--- config.mk ---
export PLATFORM = sky130hd
export DESIGN_NAME = alu_result_queue
export DESIGN_NICKNAME = d
export VERILOG_FILES = /design/src/rtl/alu_result_queue.sv
export SDC_FILE = /design/constraint.sdc
export NUM_CORES = 1
export LEC_CHECK = 0
export ABC_CLOCK_PERIOD_IN_PS = 4400
export CAP_MARGIN = 0
export CORE_MARGIN = 8
export CORE_UTILIZATION = 25
export DETAILED_ROUTE_END_ITERATION = 8
export SLEW_MARGIN = 20
export SYNTH_ARGS = -nofsm -noshare
export SYNTH_HDL_FRONTEND = slang
export SYNTH_SLANG_ARGS = --single-unit
--- constraint.sdc ---
create_clock -name clk -period 4.4 [get_ports clk]
set_input_delay 1.1 -clock clk [delete_from_list [all_inputs] [get_ports clk]]
set_output_delay 1.1 -clock clk [all_outputs]
set_load 0.05 [all_outputs]
--- src/rtl/alu_result_queue.sv ---
// In-order result FIFO between ALU execute and writeback, with optional forwarding lookup.
// Forwarding is built only when ALU_RESULT_QUEUE_FWD_EN is defined.
module alu_result_queue #(
  parameter  int unsigned DEPTH      = 4,
  parameter  int unsigned REG_ADDR_W = 5,
  localparam int unsigned PTR_W      = $clog2(DEPTH),
  localparam int unsigned CNT_W      = PTR_W + 1
) (
  input  logic                  clk,
  input  logic                  rst,
  input  logic                  in_valid,
  output logic                  in_ready,
  input  logic [31:0]           in_result,
  input  logic                  in_is_zero,
  input  logic [REG_ADDR_W-1:0] in_rd,
  output logic                  out_valid,
  input  logic                  out_ready,
  output logic [31:0]           out_result,
  output logic                  out_is_zero,
  output logic [REG_ADDR_W-1:0] out_rd,
  input  logic                  flush,
  output logic [CNT_W-1:0]      count,
  input  logic [REG_ADDR_W-1:0] q_rs1,
  input  logic [REG_ADDR_W-1:0] q_rs2,
  output logic                  fwd1_hit,
  output logic                  fwd2_hit,
  output logic [31:0]           fwd1_data,
  output logic [31:0]           fwd2_data
);

  logic [31:0]           mem_result [DEPTH];
  logic                  mem_zero   [DEPTH];
  logic [REG_ADDR_W-1:0] mem_rd     [DEPTH];

  logic [PTR_W-1:0] wr_ptr;
  logic [PTR_W-1:0] rd_ptr;
  logic             push;
  logic             pop;

  assign in_ready  = (count != CNT_W'(DEPTH));
  assign out_valid = (count != '0);
  assign push      = in_valid && in_ready;
  assign pop       = out_valid && out_ready;

  always_ff @(posedge clk or posedge rst) begin
    if (rst) begin
      wr_ptr <= '0;
      rd_ptr <= '0;
      count  <= '0;
    end else if (flush) begin
      wr_ptr <= '0;
      rd_ptr <= '0;
      count  <= '0;
    end else begin
      if (push) wr_ptr <= wr_ptr + 1'b1;
      if (pop)  rd_ptr <= rd_ptr + 1'b1;
      if (push && !pop)      count <= count + 1'b1;
      else if (pop && !push) count <= count - 1'b1;
    end
  end

  // Storage carries no reset; only the window [rd_ptr, rd_ptr+count) is meaningful.
  always_ff @(posedge clk) begin
    if (push && !flush) begin
      mem_result[wr_ptr] <= in_result;
      mem_zero[wr_ptr]   <= in_is_zero;
      mem_rd[wr_ptr]     <= in_rd;
    end
  end

  assign out_result  = out_valid ? mem_result[rd_ptr] : '0;
  assign out_is_zero = out_valid ? mem_zero[rd_ptr]   : 1'b0;
  assign out_rd      = out_valid ? mem_rd[rd_ptr]     : '0;

`ifdef ALU_RESULT_QUEUE_FWD_EN
  // Walk oldest to youngest so a later (younger) match overrides an earlier one.
  always_comb begin
    logic [PTR_W-1:0] idx;
    fwd1_hit  = 1'b0;
    fwd2_hit  = 1'b0;
    fwd1_data = '0;
    fwd2_data = '0;
    idx       = '0;
    for (int unsigned i = 0; i < DEPTH; i++) begin
      idx = rd_ptr + PTR_W'(i);
      if (CNT_W'(i) < count && mem_rd[idx] != '0) begin
        if (mem_rd[idx] == q_rs1) begin
          fwd1_hit  = 1'b1;
          fwd1_data = mem_result[idx];
        end
        if (mem_rd[idx] == q_rs2) begin
          fwd2_hit  = 1'b1;
          fwd2_data = mem_result[idx];
        end
      end
    end
  end
`else
  logic unused_q;
  assign unused_q  = ^{q_rs1, q_rs2};
  assign fwd1_hit  = 1'b0;
  assign fwd2_hit  = 1'b0;
  assign fwd1_data = '0;
  assign fwd2_data = '0;
`endif

endmodule

==> key figures <==
Placed design
  – Placed standard-cell area: around 8000 µm²
  – Placement-stage worst setup slack: 824.2 ps
  – Count of port buffers added during placement: 85
  – # placed instances: approximately 790
  – Gp weighted congestion: ~0.71
  – Estimated wirelength of the detail-placed design: between 9000 and 10000 µm

Detailed routing
  – Drt first pass iters: 4
  – Residual DRC count: 0
  – Number of vias in the routed layout: 3341
  – Final routed wirelength across all metal layers: 14190 µm
  – Per-cell via count in the routed design: 4.060
  – Antenna violation net count after detailed routing: 0
  – Drt initial violations: roughly 150
  – Routed len/inst: between 15 and 20 µm

Worst setup path
  – Biggest cell delay along the critical path: ~730 ps
  – Startpoint Class: flip-flop
  – Sort of element at the end of the critical path: primary output
  – Data required time at the worst endpoint: 3300 ps
  – Crit-path cells: buf_12 -> mux4_2 -> nor2b_1 -> clkdlybuf4s50_1
  – Critical path class: flip-flop to primary output
  – RR Endpoint: count[2]$_DFFE_PP0P_
  – Critical path's slowest cell: sky130_fd_sc_hd__clkdlybuf4s50_1
  – Reg2reg start: count[2]$_DFFE_PP0P_
  – Reg-to-reg slack, setup: ~1800 ps
  – Worst path arrival time: ~2800 ps
  – Crit-path max FO: 22
  – Worst r2r path cells: 7

Power and ir drop
  – Max rail drop VDD: about 330 µV
  – Cell Pwr Density: 675.6 nW/µm²
  – Leakage power figure: approximately 2.8 nW
  – Pwr Total: approximately 0.0057 W

Final layout
  – Proportion of layout cells with a drive suffix above 1: 0.1805
  – Non-Filler Cell Area, Final: between 8000 and 9000 µm²
  – Area added between synthesis and finish: 24.48%
  – # fillers: roughly 2.6k
  – Number of nets in the layout: 527
  – Final std cells w/o fill: approximately 820
  – Number of antenna repair diodes: 0

STA
  – Setup Total Neg Slack: 0 ps
  – Number of setup violations in the final report: 0
  – Clock period minus final worst setup slack: approximately 3900 ps
  – Fin crit share: 0.8946
  – Slew at the pin closest to its max-slew limit: 637.1 ps
  – Final Skew: 9.138 ps
  – Hold violation total from the final report: 0
  – Setup repair after global routing missed its margin: no
  – Maximum operating frequency: 254.0 MHz
  – Final count of pins violating max slew: 0
  – Remaining max-slew budget at the tightest pin: 0.5752
  – Worst Slack Setup Final: 463.6 ps

Floorplanning
  – Number of top-level pins: 162
  – Die width: 181.3 µm
  – Row count: 60
  – DIE HEIGHT: 181.3 µm
  – DIE AREA: ~33000 µm²
  – Effective utilization at floorplan: 0.2541
  – Core footprint: around 27000 µm²

Logic synthesis
  – Async SR Flop Fraction: 0.04403
  – Area share of the largest cell type after synthesis: 0.6684
  – Predominant post-synthesis flop cell: sky130_fd_sc_hd__edfxtp_1
  – Post-Syn Area per Cell: ~18 µm²
  – Biggest area contributors in the synthesized netlist: sky130_fd_sc_hd__edfxtp_1, sky130_fd_sc_hd__mux4_2, sky130_fd_sc_hd__buf_4
  – Synthesized instance count: approximately 370
  – Most frequently used cell type in the post-synthesis netlist: sky130_fd_sc_hd__edfxtp_1
  – Most frequent cells after synthesis: sky130_fd_sc_hd__edfxtp_1, sky130_fd_sc_hd__buf_4, sky130_fd_sc_hd__mux4_2, sky130_fd_sc_hd__nor2b_1, sky130_fd_sc_hd__inv_1
  – Number of synthesis warnings: 0
  – Post-Synthesis Cell Area: 6829 µm²
  – Post-synthesis sequential element count: about 160
  – Distinct cell type count of the synthesized netlist: 35
  – Synth area leader: sky130_fd_sc_hd__edfxtp_1
  – Sequential fraction of the synthesis area: 0.6940
  – Number of enable flip-flop cells after synthesis: approximately 150

Global routing
  – Initial antenna violation count: 0
  – Wire length of the first global-routing pass: about 22000 µm
  – Total GRT Usage: 0.08708
  – Largest net degree at the start of global routing: 40
  – Total global routing overflow: 0
  – Via count of the first global-routing pass: roughly 3.8k

Clocking
  – Clock insertion delay at the later pin of the skew report: roughly 420 ps
  – Number of gates resized after cts: 0
  – Longest Clk Path Bufs: 2
  – Number of sinks driven by the clock tree: 159
  – Master cell of the clock root buffer: sky130_fd_sc_hd__clkbuf_16
  – Worst-path clk slew: 60 ps
  – Total number of H-tree levels: 4
  – CTS buffer count: 17
  – Number of buffers inserted for hold repair after clock tree synthesis: 0
  – TritonCTS clock tree: yes
  – Post-CTS Setup Inserts: 0

Min path
  – Worst min-delay path category: flip-flop to flip-flop
  – End of the worst hold path: wr_ptr[1]$_DFFE_PP0P_
  – Cell depth of the worst min-delay path: 2
  – Beginning of the worst hold path: wr_ptr[1]$_DFFE_PP0P_

Run status
  – Outcome: finished clean

Flow run
  – Max Cap Viol: 0
[how the worst max path moves through the flow]
stage	to	slack, ps	cells past startpoint	start
finish	out_result[27]	460	4	rd_ptr[0]$_DFFE_PP0P_
global route	out_result[1]	290	4	rd_ptr[0]$_DFFE_PP0P_
CTS	out_result[30]	360	4	rd_ptr[0]$_DFFE_PP0P_
detailed placement	out_result[5]	820	4	rd_ptr[0]$_DFFE_PP0P_
global placement	out_result[29]	860	4	rd_ptr[0]$_DFFE_PP0P_
floorplan	out_result[16]	1340	5	count[2]$_DFFE_PP0P_
[logic make-up (layout without fill, tap and decap cells)]
group / Yosys count / after routing / share of synthesized area
buffers and inverters: 94 / 137 / 0.09527
AOI/OAI and AO/OA: 14 / 14 / 0.01521
muxes: 41 / 41 / 0.1305
adders and majority gates: 5 / 5 / 0.01026
DFF: 159 / 159 / 0.6940
xor gates and xnor gates: 2 / 2 / 0.002566
other: 1 / 66 / 0.0005491
and+or+nand+nor: 58 / 58 / 0.05167
[through the flow]
stage | hold WS, ps | utilization
finish | 612.7 | 0.3163
floorplan | 557.3 | -
detailed placement | 605.7 | 0.2924
CTS | 616.2 | 0.3163
global placement | 597.6 | 0.2924
global route | 657.0 | 0.3163
[flip-flops by register name (all words and copies together), names as in the netlist]
signal,cells
mem_result,128
mem_rd,20
mem_zero,4
count,3
rd_ptr,2
wr_ptr,2
[routing by layer]
layer / wire length [µm] / vias up / global-route usage
met5: 0 / - / 0
met3: 1234 / 19 / 0.03109
met4: 244 / 0 / 0.03870
li1: - / 1475 / -
met2: 7074 / 148 / 0.1518
met1: 5639 / 1699 / 0.09391
[placed cells by master (no fill, tap or decap), types with 2 or more instances in the layout]
cell / count
sky130_fd_sc_hd__clkdlybuf4s50_1: 85
sky130_fd_sc_hd__buf_4: 9
sky130_fd_sc_hd__inv_6: 3
sky130_fd_sc_hd__o21ai_0: 3
sky130_fd_sc_hd__clkbuf_16: 17
sky130_fd_sc_hd__clkinv_4: 2
sky130_fd_sc_hd__xor2_1: 2
sky130_fd_sc_hd__clkbuf_1: 2
sky130_fd_sc_hd__mux2i_1: 2
sky130_fd_sc_hd__mux4_2: 38
sky130_fd_sc_hd__nor2b_1: 38
sky130_fd_sc_hd__bufinv_16: 5
sky130_fd_sc_hd__dfrtp_1: 5
sky130_fd_sc_hd__o31ai_1: 2
sky130_fd_sc_hd__conb_1: 66
sky130_fd_sc_hd__buf_12: 2
sky130_fd_sc_hd__nor2_1: 7
sky130_fd_sc_hd__edfxtp_1: 152
sky130_fd_sc_hd__and2_2: 4
sky130_fd_sc_hd__nand3b_1: 2
sky130_fd_sc_hd__a21oi_1: 2
sky130_fd_sc_hd__inv_1: 9
sky130_fd_sc_hd__ha_1: 4
sky130_fd_sc_hd__nand3_1: 2
[critical path, delay by kind of cell, from the launching register on]
family / cells / cell delay (ps)
mux: 1 / 540
flops: 1 / 690
buf+inv: 2 / 1010
simple gates: 1 / 160
[report_power, final]
part | total, W | internal [W] | switching [W]
Clock | 0.00162 | 0.00101 | 0.000605
Sequential | 0.00187 | 0.00175 | 0.000115
Combinational | 0.00226 | 0.000804 | 0.00145
[layout make-up]
class | count | area [µm²] | area share
Inverter | 9 | 33.78 | 0.003974
Clock inverter | 13 | 210.2 | 0.02473
Multi-Input combinational cell | 186 | 1694 | 0.1993
Tap cell | 341 | 426.7 | 0.05019
Timing Repair Buffer | 96 | 958.4 | 0.1127
Sequential cell | 159 | 4745 | 0.5581
Clock buffer | 19 | 432.9 | 0.05093
(Power assumes the default switching activity.)
